**src/rtl/usb_tx_pkg.sv**
```systemverilog
// usb_tx_pkg: shared state codes and protocol constants for the USB transmit encoder
package usb_tx_pkg;
  localparam logic [2:0] ST_IDLE    = 3'd0;
  localparam logic [2:0] ST_SYNC    = 3'd1;
  localparam logic [2:0] ST_DATA    = 3'd2;
  localparam logic [2:0] ST_EOP_SE0 = 3'd3;
  localparam logic [2:0] ST_EOP_J   = 3'd4;
  localparam logic [7:0] SYNC_BYTE    = 8'h80;
  localparam int         STUFF_LIMIT  = 6;
  localparam int         EOP_SE0_BITS = 2;
endpackage

```
**src/rtl/usb_tx_bit_timer.sv**
```systemverilog
// usb_tx_bit_timer: divides clk into USB bit times, strobing on the last cycle of each bit
module usb_tx_bit_timer #(
  parameter int BIT_CLKS = 8
) (
  input  logic clk,
  input  logic n_rst,
  input  logic i_clear,
  output logic o_bit_strobe
);
  logic [3:0] r_count;
  assign o_bit_strobe = !i_clear && r_count == 4'(BIT_CLKS - 1);
  // free-running 0..BIT_CLKS-1 count, parked at zero while the line is idle
  always_ff @(posedge clk) begin
    if (n_rst || i_clear) r_count <= 4'd0;
    else r_count <= o_bit_strobe ? 4'd0 : r_count + 4'd1;
  end
endmodule

```
**src/rtl/usb_tx_encoder.sv**
```systemverilog
// usb_tx_encoder: full-speed USB packet serializer with SYNC, bit stuffing, NRZI and EOP
module usb_tx_encoder
  import usb_tx_pkg::*;
#(
  parameter int BIT_CLKS = 8
) (
  input  logic       clk,
  input  logic       n_rst,
  input  logic       tx_start,
  input  logic [7:0] tx_data,
  input  logic       tx_data_valid,
  input  logic       tx_last,
  output logic       tx_data_ready,
  output logic       tx_busy,
  output logic       tx_done,
  output logic       tx_error,
  output logic       dplus_out,
  output logic       dminus_out
);
  logic [2:0] r_state;
  logic [7:0] r_shift;
  logic [2:0] r_bit_cnt;
  logic [2:0] r_ones;
  logic [7:0] r_hold;
  logic       r_hold_full;
  logic       r_hold_last;
  logic       r_cur_last;
  logic       r_err;
  logic       r_line;
  logic       r_se0;
  logic       r_done;
  logic       r_error;
  logic       w_strobe;
  logic       w_shifting;
  logic       w_stuff;
  logic       w_mid;
  logic       w_load;
  logic       w_bit;
  logic       w_accept;

  usb_tx_bit_timer #(.BIT_CLKS(BIT_CLKS)) u_timer (
    .clk          (clk),
    .n_rst        (n_rst),
    .i_clear      (r_state == ST_IDLE),
    .o_bit_strobe (w_strobe)
  );

  // SYNC and DATA share one shifter: SYNC is just a preloaded byte that never ends a packet
  assign w_shifting = r_state == ST_SYNC || r_state == ST_DATA;
  assign w_stuff    = r_ones == 3'(STUFF_LIMIT);
  assign w_mid      = r_bit_cnt != 3'd7;
  assign w_load     = !w_stuff && !w_mid && (r_state == ST_SYNC || !r_cur_last) && r_hold_full;
  assign w_bit      = w_stuff ? 1'b0 : w_mid ? r_shift[r_bit_cnt + 3'd1] : r_hold[0];
  assign w_accept   = tx_data_valid && !r_hold_full;

  assign tx_data_ready = !r_hold_full;
  assign tx_busy       = r_state != ST_IDLE;
  assign tx_done       = r_done;
  assign tx_error      = r_error;
  assign dplus_out     = !r_se0 && r_line;
  assign dminus_out    = !r_se0 && !r_line;

  // one-byte holding register between upstream and the shifter
  always_ff @(posedge clk) begin
    if (n_rst) begin
      r_hold      <= 8'd0;
      r_hold_full <= 1'b0;
      r_hold_last <= 1'b0;
    end else if (w_accept) begin
      r_hold      <= tx_data;
      r_hold_full <= 1'b1;
      r_hold_last <= tx_last;
    end else if (w_strobe && w_shifting && w_load) begin
      r_hold_full <= 1'b0;
    end
  end

  // packet sequencer: picks the next line symbol at every bit boundary
  always_ff @(posedge clk) begin
    if (n_rst) begin
      r_state    <= ST_IDLE;
      r_shift    <= 8'd0;
      r_bit_cnt  <= 3'd0;
      r_ones     <= 3'd0;
      r_cur_last <= 1'b0;
      r_err      <= 1'b0;
      r_line     <= 1'b1;
      r_se0      <= 1'b0;
      r_done     <= 1'b0;
      r_error    <= 1'b0;
    end else begin
      r_done  <= 1'b0;
      r_error <= 1'b0;
      if (r_state == ST_IDLE) begin
        if (tx_start) begin
          r_state    <= ST_SYNC;
          r_shift    <= SYNC_BYTE;
          r_bit_cnt  <= 3'd0;
          r_ones     <= {2'd0, SYNC_BYTE[0]};
          r_line     <= SYNC_BYTE[0];
          r_cur_last <= 1'b0;
          r_err      <= 1'b0;
        end
      end else if (w_strobe) begin
        if (w_shifting) begin
          if (w_stuff || w_mid || w_load) begin
            r_line <= w_bit ? r_line : !r_line;
            r_ones <= w_bit ? r_ones + 3'd1 : 3'd0;
            if (w_mid && !w_stuff) r_bit_cnt <= r_bit_cnt + 3'd1;
            if (w_load) begin
              r_shift    <= r_hold;
              r_bit_cnt  <= 3'd0;
              r_cur_last <= r_hold_last;
              r_state    <= ST_DATA;
            end
          end else begin
            r_state   <= ST_EOP_SE0;
            r_se0     <= 1'b1;
            r_bit_cnt <= 3'd0;
            r_err     <= !(r_state == ST_DATA && r_cur_last);
          end
        end else if (r_state == ST_EOP_SE0) begin
          if (r_bit_cnt == 3'(EOP_SE0_BITS - 1)) begin
            r_state <= ST_EOP_J;
            r_se0   <= 1'b0;
            r_line  <= 1'b1;
          end else begin
            r_bit_cnt <= r_bit_cnt + 3'd1;
          end
        end else begin
          r_state <= ST_IDLE;
          r_done  <= 1'b1;
          r_error <= r_err;
          r_err   <= 1'b0;
        end
      end
    end
  end
endmodule

```
**config.mk**
```make
export PLATFORM = sky130hd
export DESIGN_NAME = usb_tx_encoder
export DESIGN_NICKNAME = d
export VERILOG_FILES = /design/src/rtl/usb_tx_pkg.sv /design/src/rtl/usb_tx_bit_timer.sv /design/src/rtl/usb_tx_encoder.sv
export SDC_FILE = /design/constraint.sdc
export NUM_CORES = 1
export LEC_CHECK = 0
export ABC_CLOCK_PERIOD_IN_PS = 2600
export CAP_MARGIN = 5
export CORE_MARGIN = 1.5
export CORE_UTILIZATION = 50
export CTS_BUF_LIST = sky130_fd_sc_hd__clkbuf_4 sky130_fd_sc_hd__clkbuf_8 sky130_fd_sc_hd__clkbuf_16
export DETAILED_ROUTE_END_ITERATION = 7
export HOLD_SLACK_MARGIN = 0.15
export PLACE_DENSITY = 0.75
export SKIP_CTS_REPAIR_TIMING = 1
export SLEW_MARGIN = 0
export SYNTH_ARGS = -nofsm -noshare
export SYNTH_HDL_FRONTEND = slang
export SYNTH_SLANG_ARGS = --single-unit
```
**constraint.sdc**
```tcl
create_clock -name clk -period 2.6 [get_ports clk]
set_input_delay 0.52 -clock clk [delete_from_list [all_inputs] [get_ports clk]]
set_output_delay 0.52 -clock clk [all_outputs]
set_load 0.005 [all_outputs]
```
After elaboration in Yosys (flattened, before gate mapping)
Index checks and enable logic that the tools add are counted.
{"block": "word_totals", "n_memories": 0, "rom_bits": 0, "latchBits": 0, "ram_bits": 0, "out_inout_bits": 6, "regBits": 37}
{"block": "op_classes", "multipliers": 0, "add_sub_neg": 3, "magnitude_cmp": 1, "bitwise_logic": 2, "eq_ne": 17, "mux": 57, "shifts": 0, "n_reduce_logical": 45, "div": 0}
{"cell": "$mux 3", "n": 22}
{"cell": "$mux 8", "n": 6}
{"cell": "$mux 1", "n": 28}
{"cell": "$reduce_and 5->1", "n": 3}
{"cell": "$reduce_bool 2->1", "n": 7}
{"cell": "$ne 3x2->1 const B", "n": 4}
{"cell": "$reduce_and 4->1", "n": 3}
{"cell": "$logic_and 1x1->1", "n": 11}
{"cell": "$reduce_bool 3->1", "n": 3}
{"cell": "$logic_not 1->1", "n": 8}
{"cell": "$add 3x1->3 const B", "n": 2}
{"cell": "$eq 3x1->1 const B", "n": 2}
{"cell": "$eq 3x2->1 const B", "n": 2}
{"cell": "$reduce_and 6->1", "n": 1}
{"cell": "$logic_or 1x1->1", "n": 5}
{"cell": "$ne 5x3->1 const B", "n": 1}
{"cell": "$reduce_or 5->1", "n": 1}
{"cell": "$add 4x1->4 const B", "n": 1}
{"cell": "$eq 4x3->1 const B", "n": 1}
{"cell": "$lt 3x4->1 const B", "n": 1}
{"cell": "$ne 2x2->1 const B", "n": 2}
{"cell": "$ne 4x2->1 const B", "n": 1}
{"cell": "$ne 4x3->1 const B", "n": 1}
{"cell": "$reduce_or 4->1", "n": 1}
{"cell": "7 further kinds", "n": 8}

Longest topological paths before layout
{"block": "depth", "depth_word": 10, "depth_mapped": 8, "mapped_depth_nobuf": 7}

By module
From an unflattened synthesis, not the netlist that was laid out.
{"block": "hier_totals", "cells_unflattened": 232, "area_unflattened_um2": 1901.8}
{"mod": "usb_tx_encoder", "cells_per_inst": 216, "instances": 1, "area_per_inst_um2": 1749.2}
{"mod": "usb_tx_bit_timer", "cells_per_inst": 16, "instances": 1, "area_per_inst_um2": 152.6}

Worst setup path after synthesis
No wires, ideal clock.
{"block": "synth_timing", "path_kind": "flip-flop to flip-flop", "from": "register r_bit_cnt[0]", "to": "register r_line", "path_stages_with_launch": 8, "t_arrival_ns": 2.106, "t_required_ns": 2.536, "n_path_buf": 0, "setup_slack_ns": 0.430, "path_cell_list": "dfxtp_1 > ha_1 > ha_1 > mux4_2 > nand2_1 > a31oi_1 > or4b_1 > nand4_1"}
{"block": "synth_via", "elab_chain_len": 8, "elab_cells_between_ends": 17}
{"item": "from (decl)", "line": "usb_tx_encoder.sv:22", "rtl": "logic [2:0] r_bit_cnt;"}
{"item": "from (signal assigned)", "line": "usb_tx_encoder.sv:109", "rtl": "if (w_mid && !w_stuff) r_bit_cnt <= r_bit_cnt + 3'd1;"}
{"item": "from (signal assigned)", "line": "usb_tx_encoder.sv:128", "rtl": "r_bit_cnt <= r_bit_cnt + 3'd1;"}
{"item": "parallel branches: the longest is 7 deep, another holds $add 3x1->3"}
{"item": "$reduce_and 6->1 (no line) (*)"}
{"item": "to (signal assigned)", "line": "usb_tx_encoder.sv:100", "rtl": "r_line <= SYNC_BYTE[0];"}
{"item": "to (signal assigned)", "line": "usb_tx_encoder.sv:107", "rtl": "r_line <= w_bit ? r_line : !r_line;"}
{"item": "to (decl)", "line": "usb_tx_encoder.sv:29", "rtl": "logic r_line;"}
Every way passes the cells marked *. The select of a mux whose other input is x is not followed.
A chain may end at the register's enable or synchronous reset.

Worst setup path in the final report
Ends and elaborated chain as after synthesis.

==> impl_metrics.env <==
export IMPL_synthCells=229
export IMPL_min_period_ns=2.25
export IMPL_finalWirelength_mm=3.96
export IMPL_crit_top_cell="ha_1"
export IMPL_grt_pass1_wl_mm=7.12
export IMPL_p_leak_nw=0.871
export IMPL_slew_viol_final=0
export IMPL_yosysWarnings=0
export IMPL_arrival_ns=2.48
export IMPL_synth_edf_count=0
export IMPL_start_util_pct=52.2
export IMPL_cp_cell_sequence="ha_1 > ha_1 > mux4_2 > nand2_1 > a31oi_1 > or4b_1 > nand4_1"
export IMPL_synth_top_area_share_pct=38.7
export IMPL_ys_flop_type="dfxtp_1"
export IMPL_p_comb_share_pct=36.5
export IMPL_antenna_found_initial=0
export IMPL_finalCritPeriodShare_pct=86.6
export IMPL_gp_congestion=0.805
export IMPL_max_stage_delay_ns=0.52
export IMPL_dieArea_mm2=0.00420
export IMPL_max_vdd_ir_drop_mv=0.384
export IMPL_cp_required_ns=2.83
export IMPL_drive_gt1_share_pct=9.24
export IMPL_finalHoldViolCount=0
export IMPL_fin_setup_tns_ns=0
export IMPL_syn_num_nets=248
export IMPL_end_kind="flip-flop"
export IMPL_power_internal_w=0.00123
export IMPL_setup_worst_path_class="reg2reg"
export IMPL_place_hpwl_mm=2.90
export IMPL_die_x_um=64.8
export IMPL_root_buffer="clkbuf_8"
export IMPL_grt_max_degree=23
export IMPL_drt_pre_antenna_iters=4
export IMPL_max_freq_mhz=444
export IMPL_vias_per_cell=5.60
export IMPL_htreeDepth=2
export IMPL_grt_ovfl_total=0
export IMPL_fillers=343
export IMPL_yosys_top_cells_area="dfxtp_1 39%, nand2_1 5.3%, a21oi_1 4.7%, nor2_1 4.5%, ha_1 3.9%"
export IMPL_rsz0062_at_grt="false"
export IMPL_cp_buffers_inverters=0
export IMPL_syn_area_mm2=0.00191
export IMPL_start_kind="flip-flop"
export IMPL_place_area_mm2=0.00214
export IMPL_rows=22
export IMPL_yosysSeqAreaShare_pct=38.7
export IMPL_cts_sinks=37
export IMPL_p_clk_share_pct=27.3
export IMPL_coreArea_mm2=0.00366
export IMPL_grt_pass1_vias=1595
export IMPL_cpMaxStageDelayCell="mux4_2"
export IMPL_switchingPower_w=0.000610
export IMPL_critPathTopFamily="simple AND/OR/NAND/NOR gates"
export IMPL_synth_avg_cell_area_um2=8.35
export IMPL_drcViolationCount=0
export IMPL_diodes=0
export IMPL_stdcell_count=297
export IMPL_clk_pin_slew_worst_paths_ns=0.08
export IMPL_clockBufferDepth=2
export IMPL_min_path_type="reg2reg"
export IMPL_final_nets=267
export IMPL_switching_share_pct=33.2
export IMPL_vias=1662
export IMPL_finalSetupViolCount=0
export IMPL_async_flop_share_pct=0
export IMPL_synth_cell_types=53
export IMPL_maxCapViolCount=0
export IMPL_io_buffers=18
export IMPL_yosysTopAreaCell="dfxtp_1"
export IMPL_crit_fanout=4
export IMPL_worst_slew_pin_slew_ns=0.588
export IMPL_clk_latency_ns=0.29
export IMPL_placed_cells=289
export IMPL_power_density_mw_per_mm2=812
export IMPL_fin_skew_ns=0.0110
export IMPL_synth_seq_cells=37
export IMPL_pwr_share_seq_pct=36.2
export IMPL_grtUsageTotal_pct=22.0
export IMPL_tritoncts="yes"
export IMPL_design_area_mm2=0.00226
export IMPL_drtIter0Drc=92
export IMPL_status="completed"
export IMPL_postRouteAntennaNets=0
export IMPL_die_h_um=64.8
export IMPL_relSlewSlack_pct=60.7
export IMPL_cts_buffers=5
export IMPL_wl_per_cell_um=13.3
export IMPL_area_growth_pct=18.2
export IMPL_num_io_pins=19
-- cells by family after synthesis --
group	Yosys count	share of synthesized area, %
adder cells (fa/ha/maj)	6	3.93
flip-flops	37	38.7
buffers and inverters	24	5.50
AND/OR/NAND/NOR	99	27.4
multiplexers	7	4.32
XOR/XNOR	2	0.916
AO/OA/AOI/OAI	54	19.2
-- power groups by stage --
| stage | combinational (W) | sequential [W] | clock [W] |
|---|---|---|---|
| 2_1_floorplan | 0.000472 | 0.000662 | 0 |
| 3_3_place_gp | 0.000663 | 0.000675 | 0 |
| 3_5_place_dp | 0.000661 | 0.000677 | 0 |
| 4_1_cts | 0.000673 | 0.000665 | 0.000511 |
| 5_1_grt | 0.000744 | 0.000674 | 0.000539 |
| 6_report | 0.000670 | 0.000665 | 0.000501 |
-- registers in the layout (all words and copies together), names as in the netlist --
register and count:
r_bit_cnt 3, r_cur_last 1, r_err 1, r_hold 8
r_hold_full 1, r_hold_last 1, r_line 1, r_ones 3
r_se0 1, r_shift 8, r_state 3, tx_done 1
tx_error 1, u_timer.r_count 4
-- synth_stat cells (2+ instances only) --
library cell  count
dfxtp_1          37
and4_1            2
a21oi_1          18
and2_1            2
buf_4             2
a22oi_1           8
mux2i_1           6
inv_1            10
and3b_1           2
a31oi_1           3
xnor2_1           2
nand2b_1          4
buf_2             6
and3_1            2
nor2b_1           7
ha_1              6
nand2_1          27
or3_1             2
nor3_1           11
clkbuf_1          6
a21o_1            3
o21ai_0           3
nor2_1           23
nand3_1           4
nand4_1           3
a211oi_1          3
-- path summary, 6_finish.rpt --
check | startpoint | end | slack (ns) | cells after the start
worst max-delay path | r_bit_cnt[0]$_SDFFE_PP0P_ | r_line$_SDFFE_PP1P_ | 0.35 | 7
worst min-delay path | r_hold[4]$_SDFFE_PP0P_ | r_hold[4]$_SDFFE_PP0P_ | 0.46 | 2
worst max register to register | r_bit_cnt[0]$_SDFFE_PP0P_ | r_line$_SDFFE_PP1P_ | 0.35 | 7
worst min register to register | r_hold[4]$_SDFFE_PP0P_ | r_hold[4]$_SDFFE_PP0P_ | 0.46 | 2
-- worst reg2reg max path, cell delays in order, from the launching register on --
cell and delay (ns):
dfxtp_1 0.32, ha_1 0.19, ha_1 0.34, mux4_2 0.52, nand2_1 0.10, a31oi_1 0.16
or4b_1 0.50, nand4_1 0.08
-- placed cells by master, fill, tap and decap left out, types with 2 or more instances in the layout --
master / count
o21ai_0: 3
clkbuf_8: 5
mux2i_1: 6
clkdlybuf4s50_1: 18
xnor2_1: 2
nor2_1: 23
a21o_1: 3
buf_4: 8
nand2_1: 27
nand2b_1: 4
dfxtp_1: 37
a31oi_1: 3
nand4_1: 3
inv_1: 10
and2_1: 2
and3b_1: 2
ha_1: 6
a211oi_1: 3
nor3_1: 11
nor2b_1: 7
and4_1: 2
and3_1: 2
nand3_1: 4
a22oi_1: 8
a21oi_1: 18
or3_1: 2
-- per-layer routing --
layer	wire (µm)	global-route usage, %	vias up
met3	136	6.94	7
met2	1940	37.0	23
met4	58	7.45	0
li1	-	-	855
met5	0	0	-
met1	1820	26.4	777
-- area by class of cell --
type / instances / area, µm² / share of cell area (%)
Timing Repair Buffer: 26 / 240 / 10.6
Sequential cell: 37 / 741 / 32.8
Inverter: 10 / 37.5 / 1.66
Tap cell: 48 / 60.1 / 2.66
Clock buffer: 6 / 76.3 / 3.38
Multi-Input combinational cell: 168 / 1070 / 47.2
Clock inverter: 2 / 38.8 / 1.72
-- stage by stage --
step                util, %  power [W]  setup slack, ns  hold WS (ns)
floorplan                 -    0.00113            0.430         0.430
global placement       58.6    0.00134            0.202         0.445
detailed placement     58.6    0.00134            0.126         0.448
CTS                    61.7    0.00185            0.341         0.459
global route           61.7    0.00196            0.215         0.481
finish                 61.7    0.00184            0.347         0.461
(Power assumes the default switching activity.)
